[src/rtl/tff_sched_pkg.sv]
// Shared types, defaults and arbitration helpers for the T-flip-flop toggle
// scheduler. The LOCK state only exists when TFF_SCHED_LOCK_EN is defined.
package tff_sched_pkg;

    // Default parameter values for the scheduler
    localparam int DEF_N_REQ = 4;
    localparam int DEF_WIDTH = 8;
    localparam int DEF_CNT_W = 16;

    // Helpers work on a fixed maximum requester count; unused lanes are zero
    localparam int MAX_REQ = 16;
    localparam int IDX_W   = 4;

    typedef enum logic [1:0] {
        IDLE  = 2'd0,
        GRANT = 2'd1
`ifdef TFF_SCHED_LOCK_EN
        ,
        LOCK  = 2'd2
`endif
    } sched_state_t;

    typedef struct packed {
        logic             found;
        logic [IDX_W-1:0] idx;
    } pick_t;

    // Round-robin search: first set bit of req_vec at or after start,
    // wrapping modulo n (start is always below n)
    function automatic pick_t rr_pick(
        input logic [MAX_REQ-1:0] req_vec,
        input logic [IDX_W-1:0]   start,
        input int unsigned        n
    );
        pick_t       p;
        int unsigned idx;
        p = '0;
        for (int unsigned k = 0; k < MAX_REQ; k++) begin
            if (k < n) begin
                idx = 32'(start) + k;
                if (idx >= n) begin
                    idx = idx - n;
                end
                if (!p.found && req_vec[idx[IDX_W-1:0]]) begin
                    p.found = 1'b1;
                    p.idx   = idx[IDX_W-1:0];
                end
            end
        end
        return p;
    endfunction

    // One-hot decode of a requester index
    function automatic logic [MAX_REQ-1:0] onehot(input logic [IDX_W-1:0] i);
        logic [MAX_REQ-1:0] v;
        v    = '0;
        v[i] = 1'b1;
        return v;
    endfunction

endpackage

[src/rtl/tff_toggle_sched_bank.sv]
// tff_bank: WIDTH-bit bank of T flip-flops, each bit toggling when its
// enable is high. Synchronous active-high reset clears every bit.
module tff_bank #(
    parameter int WIDTH = 8
) (
    input  logic             clk,
    input  logic             srst,
    input  logic [WIDTH-1:0] t_en,
    output logic [WIDTH-1:0] q
);

    genvar gi;
    generate
        for (gi = 0; gi < WIDTH; gi++) begin : g_bit
            logic bit_reg;

            // One T flip-flop: invert on enable, clear on reset
            always_ff @(posedge clk) begin
                if (srst) begin
                    bit_reg <= 1'b0;
                end else if (t_en[gi]) begin
                    bit_reg <= ~bit_reg;
                end
            end

            assign q[gi] = bit_reg;
        end
    endgenerate

endmodule

[src/rtl/tff_toggle_sched.sv]
// tff_toggle_sched: round-robin scheduler granting at most one requester per
// cycle and applying its toggle mask to a shared T-flip-flop bank.
// Optional feature macro: TFF_SCHED_LOCK_EN (adds lock port and LOCK state,
// letting a granted requester hold the bank for consecutive cycles).
module tff_toggle_sched
    import tff_sched_pkg::*;
#(
    parameter int N_REQ = DEF_N_REQ,
    parameter int WIDTH = DEF_WIDTH,
    parameter int CNT_W = DEF_CNT_W
) (
    input  logic                   clk,
    input  logic                   rst,
    input  logic [N_REQ-1:0]       req,
    input  logic [N_REQ*WIDTH-1:0] mask,
`ifdef TFF_SCHED_LOCK_EN
    input  logic [N_REQ-1:0]       lock,
`endif
    output logic [N_REQ-1:0]       gnt,
    output logic [WIDTH-1:0]       q,
    output logic                   busy,
    output logic [CNT_W-1:0]       grant_cnt
);

    sched_state_t       state_reg, state_next;
    logic [IDX_W-1:0]   ptr_reg, ptr_next;
    logic [N_REQ-1:0]   gnt_reg, gnt_next;
    logic               busy_reg;
    logic [CNT_W-1:0]   grant_cnt_reg, grant_cnt_next;

    logic [MAX_REQ-1:0] req_ext;
    logic [WIDTH-1:0]   mask_arr [MAX_REQ];
    pick_t              rr_sel;
    logic               win_found;
    logic [IDX_W-1:0]   win_idx;
    logic [MAX_REQ-1:0] win_onehot;
    logic [WIDTH-1:0]   toggle_en;

`ifdef TFF_SCHED_LOCK_EN
    logic [MAX_REQ-1:0] lock_ext;
    logic [IDX_W-1:0]   lock_idx_reg;
    logic               lock_hold;
`endif

    // Split the flat mask bus into per-requester lanes; spare lanes read zero
    genvar gi;
    generate
        for (gi = 0; gi < MAX_REQ; gi++) begin : g_mask
            if (gi < N_REQ) begin : g_used
                assign mask_arr[gi] = mask[gi*WIDTH +: WIDTH];
            end else begin : g_spare
                assign mask_arr[gi] = '0;
            end
        end
    endgenerate

    // Widen request (and lock) vectors to the helper width
    always_comb begin
        req_ext             = '0;
        req_ext[N_REQ-1:0]  = req;
`ifdef TFF_SCHED_LOCK_EN
        lock_ext            = '0;
        lock_ext[N_REQ-1:0] = lock;
`endif
    end

    assign rr_sel = rr_pick(req_ext, ptr_reg, 32'(N_REQ));

`ifdef TFF_SCHED_LOCK_EN
    assign lock_hold = (state_reg == LOCK) && req_ext[lock_idx_reg] && lock_ext[lock_idx_reg];
`endif

    // Select the winner: a held lock overrides the round-robin choice
    always_comb begin
        win_found = rr_sel.found;
        win_idx   = rr_sel.idx;
`ifdef TFF_SCHED_LOCK_EN
        if (lock_hold) begin
            win_found = 1'b1;
            win_idx   = lock_idx_reg;
        end
`endif
    end

    assign win_onehot = onehot(win_idx);
    assign toggle_en  = win_found ? mask_arr[win_idx] : '0;

    // Next-state, pointer, grant and counter computation
    always_comb begin
        state_next = state_reg;
        case (state_reg)
            IDLE:    state_next = win_found ? GRANT : IDLE;
            GRANT:   state_next = win_found ? GRANT : IDLE;
`ifdef TFF_SCHED_LOCK_EN
            LOCK:    state_next = win_found ? GRANT : IDLE;
`endif
            default: state_next = IDLE;
        endcase
`ifdef TFF_SCHED_LOCK_EN
        if (win_found && lock_ext[win_idx]) begin
            state_next = LOCK;
        end
`endif

        ptr_next       = ptr_reg;
        grant_cnt_next = grant_cnt_reg;
        gnt_next       = N_REQ'(win_found ? win_onehot : '0);
        if (win_found) begin
            // Step past the winner so it waits behind every other requester
            ptr_next = (win_idx == IDX_W'(N_REQ - 1)) ? '0 : win_idx + IDX_W'(1);
            if (grant_cnt_reg != '1) begin
                grant_cnt_next = grant_cnt_reg + CNT_W'(1);
            end
        end
    end

    // FSM state and registered outputs; reset discards any in-flight grant
    always_ff @(posedge clk) begin
        if (rst) begin
            state_reg     <= IDLE;
            ptr_reg       <= '0;
            gnt_reg       <= '0;
            busy_reg      <= 1'b0;
            grant_cnt_reg <= '0;
`ifdef TFF_SCHED_LOCK_EN
            lock_idx_reg  <= '0;
`endif
        end else begin
            state_reg     <= state_next;
            ptr_reg       <= ptr_next;
            gnt_reg       <= gnt_next;
            busy_reg      <= win_found;
            grant_cnt_reg <= grant_cnt_next;
`ifdef TFF_SCHED_LOCK_EN
            if (win_found) begin
                lock_idx_reg <= win_idx;
            end
`endif
        end
    end

    tff_bank #(
        .WIDTH (WIDTH)
    ) u_bank (
        .clk  (clk),
        .srst (rst),
        .t_en (toggle_en),
        .q    (q)
    );

    assign gnt       = gnt_reg;
    assign busy      = busy_reg;
    assign grant_cnt = grant_cnt_reg;

endmodule

[config.mk]
export PLATFORM = sky130hd
export DESIGN_NAME = tff_toggle_sched
export DESIGN_NICKNAME = d
export VERILOG_FILES = /design/src/rtl/tff_sched_pkg.sv /design/src/rtl/tff_toggle_sched_bank.sv /design/src/rtl/tff_toggle_sched.sv
export SDC_FILE = /design/constraint.sdc
export NUM_CORES = 1
export LEC_CHECK = 0
export BUFFER_PORTS_ARGS = -buffer_cell sky130_fd_sc_hd__buf_2
export CAP_MARGIN = 5
export CORE_ASPECT_RATIO = 1.2
export CORE_UTILIZATION = 52
export DETAILED_ROUTE_END_ITERATION = 7
export PLACE_DENSITY_LB_ADDON = 0.1
export RECOVER_POWER = 25
export SETUP_SLACK_MARGIN = 0.5
export SLEW_MARGIN = 5
export SYNTH_ARGS = -nofsm -noshare
export SYNTH_HDL_FRONTEND = slang
export SYNTH_HIERARCHICAL = 1
export SYNTH_SLANG_ARGS = --single-unit
[constraint.sdc]
create_clock -name clk -period 3.5 [get_ports clk]
set_input_delay 0.35 -clock clk [delete_from_list [all_inputs] [get_ports clk]]
set_output_delay 0.35 -clock clk [all_outputs]
set_load 0.005 [all_outputs]
== After elaboration in Yosys (flattened, before gate mapping) ==
Index checks and enable logic that the tools add are counted.
Word-level totals
  logic and storage cells: 76
  output and inout port bits: 29
  flip-flop bits (word level): 33
Operators by class
  reduce and logical (&&, ||, !) cells: 9
  $lt $le $gt $ge: 11
  add/sub/neg operators: 9
  mux-type cells: 23
  equal/unequal tests: 2
  bitwise operators: 10
Operator list (count)
  $bmux W8 S4: 1
  $lt A4 B5 Y1 const B: 5
  $mux W8: 3
  $mux W4: 5
  $mux W5: 4
  $add A16 B1 Y16 const B: 1
  $bmux W1 S4: 4
  $ne A16 B16 Y1 const B: 1
  $sub A4 B3 Y4 const B: 4
  $ge A5 B3 Y1 const B: 3
  $add A4 B2 Y5 const B: 2
  $not A1 Y1: 9
  $add A4 B1 Y5 const B: 1
  $ge A5 B5 Y1 const B: 1
  $mux W1: 5
  $not A4 Y5: 1
  $add A4 B1 Y4 const B: 1
  $demux W1 S4: 1
  $eq A4 B2 Y1 const B: 1
  $ge A4 B1 Y1 const B: 1
  $ge A4 B3 Y1 const B: 1
  $logic_and A1 B1 Y1: 4
  $logic_not A1 Y1: 3
  $reduce_and A2 Y1: 1
  $reduce_or A2 Y1: 1

== Depth between registers and ports, before layout ==
Gate-level depths: netlist of run 1.
  word-level depth: 19
  mapped depth: 16
  gate-level depth less buffers: 14

== Cells and area by module ==
The synthesis of run 1 kept the hierarchy.
By module, submodules not included
  tff_toggle_sched: area each 1879.3 um^2, cells each 209, instances 1
  tff_bank: area each 331.6 um^2, cells each 33, instances 1

== Worst setup path before layout of run 1 ==
No wires, ideal clock.
  path type: flip-flop to flip-flop
  from: register ptr_reg[0]
  to: register u_bank.g_bit[0].bit_reg
  path buffers: 2
  period minus slack after synthesis: 3.048 ns
  data required time: 3.385 ns
  arrival time: 2.934 ns
  path slack: 0.452 ns
  stages on the path, launching flop included: 13
  path through: dfxtp_1 buf_6 inv_1 ha_1 mux4_1 a21boi_0 o31ai_1 or4b_4 buf_2 nand2_1 o22ai_1 xnor2_1 nor2_1
On the way
  word-level cells in the longest chain between the ends: 19
  elaborated cells between the ends (all ways): 38
  classes of those cells: 7 x add/sub; 4 x order compare; 20 x mux; 1 x bitwise; 6 x reduce/logical
RTL lines
  start, declared: line tff_toggle_sched.sv:26  | logic [IDX_W-1:0] ptr_reg, ptr_next;
  start signal, assigned: line tff_toggle_sched.sv:130  | ptr_reg <= ptr_next;
  parallel branches: the longest is 13 deep, another holds $add A4 B1 Y5
  $mux W5 (*): line tff_sched_pkg.sv:44  | if (!p.found && req_vec[idx[IDX_W-1:0]]) begin
  $not A4 Y5 (not written as such): line tff_toggle_sched.sv:86  | assign toggle_en = win_found ? mask_arr[win_idx] : '0;
  $bmux W8 S4: line tff_toggle_sched.sv:86
  $mux W8 (not written as such) (2 in series): line tff_toggle_sched.sv:86
  $mux W8 (*): line tff_toggle_sched.sv:86
  named net toggle_en[0]: line tff_toggle_sched.sv:37  | logic [WIDTH-1:0] toggle_en;
  end signal, assigned: line tff_toggle_sched_bank.sv:22  | bit_reg <= ~bit_reg;
  end, declared: line tff_toggle_sched_bank.sv:15  | logic bit_reg;
Mark *: on every way through the listed nets, which the timed path passes. The select of a mux whose other input is x is not followed.
A chain may end at the register's enable or synchronous reset.

== Final worst setup path of run 1 ==
  from: register ptr_reg[1]
  to: register u_bank.g_bit[5].bit_reg
On the way
  word-level cells in the longest chain between the ends: 19
  elaborated cells between the ends (all ways): 38
  classes of those cells: 7 x add/sub; 4 x order compare; 20 x mux; 1 x bitwise; 6 x reduce/logical
RTL lines (line)
  parallel branches: the longest is 13 deep, another holds $add A4 B1 Y5
  $mux W5 (*): tff_sched_pkg.sv:44
  $not A4 Y5 (not written as such): tff_toggle_sched.sv:86
  $bmux W8 S4: tff_toggle_sched.sv:86
  $mux W8 (not written as such) (2 in series): tff_toggle_sched.sv:86
  $mux W8 (*): tff_toggle_sched.sv:86
  named net toggle_en[5]: tff_toggle_sched.sv:37
  end signal, assigned: tff_toggle_sched_bank.sv:22
  end, declared: tff_toggle_sched_bank.sv:15
Marked as above.

==> summary.md, run 1 <==
| Metric | Value |
|---|---|
| Status | completed |
| PD cells | 802 nW/um^2 |
| FILL cells | between 300 and 400 |
| DRC | 0 |
| Lkg Pwr | between 1 and 1.5 nW |
| Clock Tree Root | clkbuf_8 |
| Synth cell types | 51 |
| Vias/cell | 5.40 |
| Initial Util | 0.552 |
| Max reg flops | 16 |
| CP Capture Type | register |
| Cell Area, Synth | 2210 um^2 |
| Final Max Tran Viols | 0 |
| Hold worst-path end | grant_cnt[1]$_SDFFE_PP0P_ |
| Mean area per synthesized cell | ~9.1 um^2 |
| Most frequent cells in the layout | buf_2, nor2_1, dfxtp_1 |
| Setup violators final | 0 |
| Share of layout cells above drive strength 1 | 0.375 |
| Gr usage total | 0.213 |
| Most common cell type on the critical path | xnor2_1 |
| Num CTS Buffers | 5 |
| CTS tree | yes |
| Slew margin rel. | 0.618 |
| Tmin final | 3070 ps |
| GR Overflow Total | 0 |
| DRT Pass-1 Iters | 4 |
| # rows | 25 |
| Core area | between 4000 and 5000 um^2 |
| Fin. Hold Viols | 0 |
| Yosys warnings | 6 |
| Max IR drop VDD | 0.410 mV |
| EDFF count, synth | 0 |
| Vias in the first global route | 1650 |
| WL/cell | 15.1 um |
| Post-synthesis net count | about 300 |
| Transition time of the tightest slew-check pin | approximately 570 ps |
| IO Pins | between 60 and 70 |
| Worst EP required | about 3700 ps |
| Vias | 2003 |
| Cell type group with the largest total delay on the critical path | compound AO/OA/AOI/OAI gates |
| Hold path start | grant_cnt[1]$_SDFFE_PP0P_ |
| RePlAce Congestion | a little over 0.8 |
| Largest net degree at the start of global routing | 30 |
| Placed insts | ~350 |
| CP Buf/Inv Count | 2 |
| RSZ-0062 raised after global routing | true |
| CP max stage delay | around 400 ps |
| CTS H-tree depth | 2 |
| Area growth syn-to-layout | 30.6% |
| Critical path class | reg2reg |
| Max-cap violations | 0 |
| Setup TNS | 0 ps |
| Chip Height | around 73 um |
| Worst-path cell chain | inv_6, ha_4, a21oi_4, xnor2_1, ha_2, nand2_2, and3_4, o31ai_4, nor4b_2, a211o_2, clkbuf_16, mux2i_1, o22ai_1, xnor2_1, nor2_1 |
| Initial DRC Count | 64 |
| Max clock buf depth | 2 |
| Reg2reg end | u_bank/g_bit[5].bit_reg$_SDFFE_PP0P_ |
| Placement Cell Area | between 2000 and 2500 um^2 |
| Fmax | roughly 330 MHz |
| Worst r2r path cells | 15 |
| Most common flop cell mapped by yosys | dfxtp_1 |
| Clock Skew | 3.73 ps |
| Antenna violations before repair | 0 |
| Worst-path clk slew | around 70 ps |
| Commonest non-fill, non-tap cell in the layout | buf_2 |
| Async set-reset flop share out of synthesis | 0 |
| Final Cell Area | about 2900 um^2 |
| Reg2Reg Setup Slack | between 400 and 500 ps |
| Seq/Total Area, Yosys | 0.299 |
| Slowest-stage cell, CP | dfxtp_4 |
| Post-layout util | 0.721 |
| Hpwl dp | about 3200 um |
| Clk_lat worst skew | roughly 280 ps |
| Clk sinks | 33 |
| Critical path depth | 15 |
| Hold Path Class | reg2reg |
| Hold depth | 2 |
| PortBufs | 66 |
| ANT nets after route | 0 |
| Worst setup SP type | register |
| Cell count after synthesis | between 200 and 250 |
| Non-filler instance count after layout | 371 |
| Die Wd | 61.5 um |
| Ant diodes | 0 |
| Nets | approximately 370 |
| Critical Path AT | 3220 ps |
| Reg-to-Reg Start | ptr_reg[1]$_SDFFE_PP0P_ |
| Fin crit share | 0.876 |
| Synth Register Bits | 33 |
| Final wirelength | 5600 um |
| Critical path peak fanout | 6 |
| Global-route wire length before repair | slightly above 7000 um |
| Die area | ~4500 um^2 |
-- logic make-up after synthesis --
logic type / share of synthesized area
AND/OR/NAND/NOR: 0.204
buffers and inverters: 0.0809
XOR/XNOR: 0.111
flip-flops: 0.299
adder cells (fa/ha/maj): 0.0849
multiplexers: 0.126
AO/OA/AOI/OAI: 0.0951
-- worst reg2reg max path, stage by stage (launching register included) --
cell,delay (ps)
dfxtp_4,410
inv_6,60
ha_4,170
a21oi_4,170
xnor2_1,150
ha_2,240
nand2_2,70
and3_4,180
o31ai_4,320
nor4b_2,90
a211o_2,360
clkbuf_16,190
mux2i_1,120
o22ai_1,200
xnor2_1,150
nor2_1,60
-- Yosys cell counts (6+ instances only) --
cell type,number,share of area
inv_1,7,0.012
nand3_1,11,0.025
o22ai_1,9,0.025
xor2_1,14,0.055
buf_4,9,0.031
mux2i_1,18,0.081
ha_1,15,0.085
xnor2_1,14,0.055
dfxtp_1,33,0.30
nand4_1,6,0.017
and3_1,6,0.017
nand2_1,12,0.020
nor2_1,34,0.058
-- worst max-delay path by stage --
stage / startpoint / to
finish: ptr_reg[1]$_SDFFE_PP0P_ / u_bank/g_bit[5].bit_reg$_SDFFE_PP0P_
global route: ptr_reg[1]$_SDFFE_PP0P_ / u_bank/g_bit[5].bit_reg$_SDFFE_PP0P_
CTS: ptr_reg[2]$_SDFFE_PP0P_ / ptr_reg[1]$_SDFFE_PP0P_
detailed placement: ptr_reg[1]$_SDFFE_PP0P_ / u_bank/g_bit[1].bit_reg$_SDFFE_PP0P_
global placement: ptr_reg[0]$_SDFFE_PP0P_ / u_bank/g_bit[7].bit_reg$_SDFFE_PP0P_
floorplan: ptr_reg[1]$_SDFFE_PP0P_ / u_bank/g_bit[0].bit_reg$_SDFFE_PP0P_
-- cell type report --
cell class | instances | area [um^2] | share of cell area
clock buffer | 7 | 96.3 | 0.0334
clock inverter | 1 | 5.00 | 0.00173
inverter | 7 | 31.3 | 0.0108
multi-input combinational | 182 | 1490 | 0.516
sequential | 33 | 672 | 0.233
tap | 54 | 67.6 | 0.0234
timing repair buffer | 86 | 520 | 0.180
timing repair inverter | 1 | 5.00 | 0.00173
-- report_power, final --
group / leakage (nW) / switching [W] / internal (W)
Sequential: 0.272 / 0.0000617 / 0.000464
Combinational: 0.945 / 0.000705 / 0.000767
Clock: 0.0542 / 0.000139 / 0.000178
Total: 1.27 / 0.000906 / 0.00141
-- per-stage QoR --
step | setup slack [ps] | hold slack [ps] | total power, W
final | 433 | 516 | 0.00231
after global routing | 311 | 540 | 0.00246
after CTS | 506 | 521 | 0.00200
after floorplan | 523 | 451 | 0.00146
after detailed placement | 247 | 506 | 0.00162
after global placement | 340 | 496 | 0.00162
-- routing by layer --
layer / vias up / wire length, um / GRT usage
met5: - / 0 / 0
met4: 0 / 149 / 0.0741
met3: 14 / 203 / 0.0511
met2: 56 / 2920 / 0.350
met1: 948 / 2330 / 0.267
li1: 985 / - / -
-- repair_timing --
action | 4_1_cts | 5_1_grt
pin swaps | 2 | 14
setup buffers | 5 | 9
gates cloned | 0 | 4
endpoints found under the setup margin | 30 | 27
hold buffers | 0 | 0
gates resized for setup | 13 | 21
No activity file was read; power rests on OpenSTA's default activity.
==> inputs of run 2 (changes only) <==
--- a/config.mk
+++ b/config.mk
@@ -8,10 +8,10 @@
 export BUFFER_PORTS_ARGS = -buffer_cell sky130_fd_sc_hd__buf_2
 export CAP_MARGIN = 5
 export CORE_ASPECT_RATIO = 1.2
+export CORE_MARGIN = 3
 export CORE_UTILIZATION = 52
 export DETAILED_ROUTE_END_ITERATION = 7
 export PLACE_DENSITY_LB_ADDON = 0.1
-export RECOVER_POWER = 25
 export SETUP_SLACK_MARGIN = 0.5
 export SLEW_MARGIN = 5
 export SYNTH_ARGS = -nofsm -noshare
==> run 2 against run 1 <==
Total power down 0.42%; sequential power rose by 1%; die area is 12% higher; setup slack better by 70 ps; non-clock buffer count fell by 1; maximum frequency grew 2.3%; worst hold slack got worse by 1.8 ps; largest cell class unchanged; largest power group unchanged.
==> summary.md, run 2 (same netlist as run 1, synthesis figures left out) <==
| Metric | Value |
|---|---|
| RePlAce Congestion | 0.837 (+3.5%) |
| Setup TNS | 0 ps (unchanged) |
| Status | completed |
| Reg-to-Reg Start | ptr_reg[1]$_SDFFE_PP0P_ |
| Worst-path clk slew | 70 ps (about the same) |
| Initial DRC Count | 91 (+42%) |
| Fin crit share | 0.856 (-0.0199) |
| Worst Setup SP | ptr_reg[1]$_SDFFE_PP0P_ |
| PD cells | 791 nW/um^2 (-1.3%) |
| Num CTS Buffers | 5 (unchanged) |
| IO Pins | 67 (unchanged) |
| Setup violators final | 0 (unchanged) |
| Multi-input gate area | 1510 um^2 (+1.6%) |
| Max clock buf depth | 2 (unchanged) |
| Critical path depth | 15 (unchanged) |
| Slowest-stage cell, CP | dfxtp_4 |
| Worst r2r path cells | 15 (unchanged) |
| Clk_lat worst skew | 280 ps (about the same) |
| Transition time of the tightest slew-check pin | 550 ps (-22.3 ps) |
| Clock Skew | 2.05 ps (-1.68 ps) |
| Slew margin rel. | 0.633 (+0.0149) |
| # rows | 25 (unchanged) |
| Largest net degree at the start of global routing | 30 (unchanged) |
| Tmin final | 3000 ps (-69.6 ps) |
| CTS H-tree depth | 2 (unchanged) |
| Antenna violations before repair | 0 (unchanged) |
| Gr usage total | 0.201 (-0.0123) |
| Hpwl dp | 3460 um (+8.8%) |
| Vias | 2013 (+0.50%) |
| Initial Util | 0.552 (unchanged) |
| Critical Path AT | 3150 ps (-70 ps) |
| Seq. cell area | 672 um^2 (unchanged) |
| PortBufs | 66 (unchanged) |
| FILL cells | 320 (-6.7%) |
| Metal-1 WL | 2190 um (-5.9%) |
| Max IR drop VDD | 0.576 mV (+40%) |
| Ant diodes | 0 (unchanged) |
| DRT Pass-1 Iters | 4 (unchanged) |
| Worst-path cell chain | inv_6, ha_4, a21oi_4, xnor2_2, ha_2, nand2_1, and3_4, o31ai_4, nor4b_2, a211o_2, clkbuf_16, mux2i_1, o22ai_1, xnor2_1, nor2_1 |
| RSZ-0062 raised after global routing | true |
| Max reg flops | 16 (unchanged) |
| Die area | 5070 um^2 (+12%) |
| Reg2reg end | u_bank/g_bit[3].bit_reg$_SDFFE_PP0P_ |
| Nets | 367 (-0.54%) |
| CP Capture Type | register |
| Highest routed layer | met4 |
| Global-route wire length before repair | 8090 um (+11%) |
| Vias/cell | 5.46 (+1.0%) |
| ANT nets after route | 0 (unchanged) |
| Clock Tree Root | clkbuf_8 |
| Share of layout cells above drive strength 1 | 0.406 (+0.0310) |
| Area growth syn-to-layout | 31.7% |
| Lkg Pwr | 1.32 nW (+3.5%) |
| Reg2Reg Setup Slack | 500 ps (+70 ps) |
| Fin. Hold Viols | 0 (unchanged) |
| Final wirelength | 5480 um (-2.1%) |
| Critical path class | reg2reg |
| Cell type group with the largest total delay on the critical path | compound AO/OA/AOI/OAI gates |
| Worst setup path end | u_bank/g_bit[3].bit_reg$_SDFFE_PP0P_ |
| Most frequent cells in the layout | buf_2, nor2_1, dfxtp_1 |
| Clk sinks | 33 (unchanged) |
| DRC | 0 (unchanged) |
| Die Wd | 65.5 um (+6.5%) |
| Hold path start | u_bank/g_bit[7].bit_reg$_SDFFE_PP0P_ |
| Core area | 4000 um^2 (unchanged) |
| Chip Height | 77.4 um (+5.4%) |
| Worst EP required | 3650 ps (about the same) |
| CP max stage delay | 410 ps (about the same) |
| Post-layout util | 0.728 (+0.00656) |
| Fmax | 334 MHz (+2.3%) |
| Vias in the first global route | 1805 (+9.4%) |
| CTS tree | yes |
| Met3 WL post-DR | 234 um (+15%) |
| Critical path peak fanout | 6 (unchanged) |
| Hold-fix buffers, CTS | 0 (unchanged) |
| WL/cell | 14.9 um (-1.6%) |
| Final Max Tran Viols | 0 (unchanged) |
| GR Overflow Total | 0 (unchanged) |
| Commonest non-fill, non-tap cell in the layout | buf_2 |
| CP Buf/Inv Count | 2 (unchanged) |
| Hold Path Class | reg2reg |
| Max-cap violations | 0 (unchanged) |
| Worst setup SP type | register |
| Routed met2 length | 2950 um (+0.96%) |
run 2: layout make-up:
class / instances / area share
clock buffers: 7 / 0.0331
clock inverters: 1 / 0.00172
flip-flops and latches: 33 / 0.231
repair buffers: 85 / 0.181
inverters: 7 / 0.0107
multi-input cells: 182 / 0.519
well taps: 54 / 0.0232
run 2: repair_timing:
item	CTS	global route
endpoints found under the setup margin	32	29
gates resized for setup	12	24
pin swaps	3	16
buffers inserted	1	10
gates cloned	0	3
run 2: worst reg2reg max path, stage by stage, from the launching register on:
cell and delay (ps):
dfxtp_4 410, inv_6 60, ha_4 160, a21oi_4 180
xnor2_2 140, ha_2 250, nand2_1 70, and3_4 180
o31ai_4 260, nor4b_2 90, a211o_2 370, clkbuf_16 200
mux2i_1 120, o22ai_1 190, xnor2_1 130, nor2_1 60
run 2: worst min path at each step:
stage                     depth (start not counted)                                    to  slack, ps
after floorplan                                   1                       busy$_SDFF_PP0_        450
after global placement                            2  u_bank/g_bit[4].bit_reg$_SDFFE_PP0P_        490
after detailed placement                          2  u_bank/g_bit[7].bit_reg$_SDFFE_PP0P_        500
after CTS                                         2  u_bank/g_bit[7].bit_reg$_SDFFE_PP0P_        520
after global routing                              2  u_bank/g_bit[7].bit_reg$_SDFFE_PP0P_        540
final                                             2  u_bank/g_bit[7].bit_reg$_SDFFE_PP0P_        510
run 2: stage by stage:
stage / cells / setup slack (ps) / hold WS (ps) / power [W] / cell area [um^2]
global route: 369 / 370 / 540 / 0.00246 / 2910
detailed placement: 347 / 170 / 497 / 0.00165 / 2510
global placement: 347 / 48.5 / 495 / 0.00164 / 2510
floorplan: 242 / 523 / 451 / 0.00146 / 2210
finish: 369 / 502 / 515 / 0.00230 / 2910
CTS: 356 / 507 / 518 / 0.00201 / 2650
run 2: layer usage:
layer,global-route usage,vias to the layer above
li1,-,977
met1,0.232,972
met2,0.348,56
met3,0.0535,8
met4,0.0747,0
met5,0,-
run 2: power breakdown:
part           switching [W]  internal (W)  total (W)
registers          0.0000659      0.000464   0.000530
logic               0.000678      0.000781    0.00146
clock network       0.000138      0.000178   0.000316
total               0.000882       0.00142    0.00230
==> inputs of run 3 (changes only) <==
--- a/config.mk
+++ b/config.mk
@@ -5,12 +5,14 @@
 export SDC_FILE = /design/constraint.sdc
 export NUM_CORES = 1
 export LEC_CHECK = 0
-export BUFFER_PORTS_ARGS = -buffer_cell sky130_fd_sc_hd__buf_2
 export CAP_MARGIN = 5
+export CELL_PAD_IN_SITES_DETAIL_PLACEMENT = 1
+export CELL_PAD_IN_SITES_GLOBAL_PLACEMENT = 1
 export CORE_ASPECT_RATIO = 1.2
 export CORE_MARGIN = 3
-export CORE_UTILIZATION = 52
+export CORE_UTILIZATION = 47
 export DETAILED_ROUTE_END_ITERATION = 7
+export DONT_BUFFER_PORTS = 1
 export PLACE_DENSITY_LB_ADDON = 0.1
 export SETUP_SLACK_MARGIN = 0.5
 export SLEW_MARGIN = 5
==> run 3 against run 2 <==
Clock skew increased by 10 ps; via count decreased by 5.8%; cell count decreased by 14%; critical path depth unchanged; combinational power increased by 21%; worst hold slack got worse by 400 ps; utilization decreased by 9.2 points; routed wire length increased by 30%; total power increased by 13%; setup slack got worse by 180 ps; first-iteration DRC count increased by 2.2%; clock-buffer cell count decreased by 2; critical endpoint is now u_bank/g_bit[7].bit_reg$_SDFFE_PP0P_.
==> summary.md, run 3 (same netlist as run 1, synthesis figures left out) <==
| Metric | Value |
|---|---|
| Core area | 4390 um^2 (+9.7%) |
| Largest net degree at the start of global routing | 30 (unchanged) |
| WHS | 114 ps (-401 ps) |
| CTS H-tree depth | 2 (unchanged) |
| IO Pins | 67 (unchanged) |
| Final Max Tran Viols | 0 (unchanged) |
| Lkg Pwr | 1.11 nW (-16%) |
| Worst-path clk slew | 80 ps (about the same) |
| Slew margin rel. | 0.665 (+0.0322) |
| Worst setup SP type | register |
| RSZ-0062 raised after global routing | true |
| Reg-to-Reg Start | ptr_reg[1]$_SDFFE_PP0P_ |
| Worst EP required | 3700 ps (+50 ps) |
| PD cells | 930 nW/um^2 (+18%) |
| Commonest non-fill, non-tap cell in the layout | nor2_1 |
| Gr usage total | 0.206 (+0.00576) |
| Die Wd | 68.6 um (+4.7%) |
| Status | completed |
| Fin. Hold Viols | 0 (unchanged) |
| Worst setup path end | u_bank/g_bit[7].bit_reg$_SDFFE_PP0P_ |
| PortBufs | 0 (-100%) |
| Worst r2r path cells | 15 (unchanged) |
| WL/cell | 22.3 um (+50%) |
| Tmin final | 3180 ps (+185 ps) |
| Post-layout util | 0.635 (-0.0922) |
| Antenna violations before repair | 0 (unchanged) |
| # rows | 26 (+4.0%) |
| Clock Tree Root | clkbuf_8 |
| Vias/cell | 5.95 (+9.0%) |
| Critical path class | reg2reg |
| Setup TNS | 0 ps (unchanged) |
| Hold-fix buffers, CTS | 0 (unchanged) |
| Reg2Reg Setup Slack | 320 ps (-180 ps) |
| Hold Path Class | in2reg |
| ANT nets after route | 0 (unchanged) |
| Initial Util | 0.503 (-0.0488) |
| Area growth syn-to-layout | 26.2% |
| Max clock buf depth | 2 (unchanged) |
| Critical path peak fanout | 6 (unchanged) |
| DRC | 0 (unchanged) |
| Worst Setup SP | ptr_reg[1]$_SDFFE_PP0P_ |
| Initial DRC Count | 93 (+2.2%) |
| Global-route wire length before repair | 8720 um (+7.8%) |
| Hold path start | rst |
| DRT Pass-1 Iters | 4 (unchanged) |
| Reg2reg end | u_bank/g_bit[7].bit_reg$_SDFFE_PP0P_ |
| Vias | 1897 (-5.8%) |
| Most frequent cells in the layout | nor2_1, dfxtp_1, buf_4 |
| Vias in the first global route | 1835 (+1.7%) |
| Max-cap violations | 0 (unchanged) |
| Fmax | 314 MHz (-5.8%) |
| CTS tree | yes |
| Die area | 5570 um^2 (+9.7%) |
| Num CTS Buffers | 5 (unchanged) |
| Chip Height | 81.1 um (+4.8%) |
| Setup violators final | 0 (unchanged) |
| Clk sinks | 33 (unchanged) |
| Nets | 315 (-14%) |
| Clock Skew | 12.1 ps (+10.0 ps) |
| CP Capture Type | register |
| Max IR drop VDD | 0.358 mV (-38%) |
| Critical Path AT | 3380 ps (+230 ps) |
| Share of layout cells above drive strength 1 | 0.350 (-0.0565) |
| GR Overflow Total | 0 (unchanged) |
| Ant diodes | 0 (unchanged) |
| Clk_lat worst skew | 290 ps (about the same) |
| Max reg flops | 16 (unchanged) |
| Final wirelength | 7120 um (+30%) |
| Fin crit share | 0.909 (+0.0528) |
| RePlAce Congestion | 0.888 (+6.1%) |
| Transition time of the tightest slew-check pin | 502 ps (-48.3 ps) |
| Hpwl dp | 3950 um (+14%) |
-- run 3: changes by cell type in the layout (fill, tap and decap cells not counted), sizes merged --
cell / previous run / this run
buf: 83 / 31
clkinvlp: 0 / 1
clkbuf: 9 / 7
clkinv: 1 / 2
-- run 3: metrics by stage --
step / instance area [um^2] / instances / power [W] / setup WS [ps]
after floorplan: 2210 / 242 / 0.00146 / 523
after global placement: 2170 / 282 / 0.00153 / 304
after detailed placement: 2170 / 282 / 0.00159 / 33.7
after CTS: 2470 / 299 / 0.00209 / 502
after global routing: 2790 / 319 / 0.00275 / 169
final: 2790 / 319 / 0.00260 / 317
-- run 3: layer usage --
layer,up-vias,global-route usage,part of all wire
met1,958,0.226,0.40
li1,876,-,-
met2,52,0.380,0.55
met3,11,0.0443,0.037
met5,-,0,0
met4,0,0.0716,0.016
-- run 3: layout make-up --
class	count	area (um^2)
clock buffers	5	68.8
clock inverters	3	17.5
fillers	476	1600
inverters	7	31.3
multi-input cells	182	1590
flip-flops and latches	33	669
well taps	56	70.1
repair buffers	33	340
-- run 3: how the worst min path moves through the flow --
stage,endpoint,slack [ps],depth (start not counted)
floorplan,busy$_SDFF_PP0_,450,1
global placement,ptr_reg[0]$_SDFFE_PP0P_,420,1
detailed placement,ptr_reg[0]$_SDFFE_PP0P_,420,1
CTS,ptr_reg[0]$_SDFFE_PP0P_,110,1
global route,ptr_reg[0]$_SDFFE_PP0P_,100,1
finish,ptr_reg[0]$_SDFFE_PP0P_,110,1
-- run 3: where the power goes --
group          leakage (nW)  switching (W)  internal, W
logic                 0.793       0.000839     0.000925
registers             0.272      0.0000809     0.000462
clock network        0.0439       0.000151     0.000137
-- run 3: repair_timing --
action,4_1_cts,5_1_grt
resized for setup,31,32
setup buffers,9,17
pin swaps,8,16
gates cloned,0,3
endpoints found under the setup margin,29,28
-- run 3: worst max-delay path: stages, from the launching register on --
cell and delay, ps:
dfxtp_4 390, buf_6 120, ha_4 190, nand2_4 70, xnor2_2 140, ha_1 290, or2b_1 280, buf_4 160
a211oi_1 330, a211o_1 220, buf_12 160, buf_4 130, mux2i_1 250, o22ai_1 140, xnor2_1 170, nor2_1 50
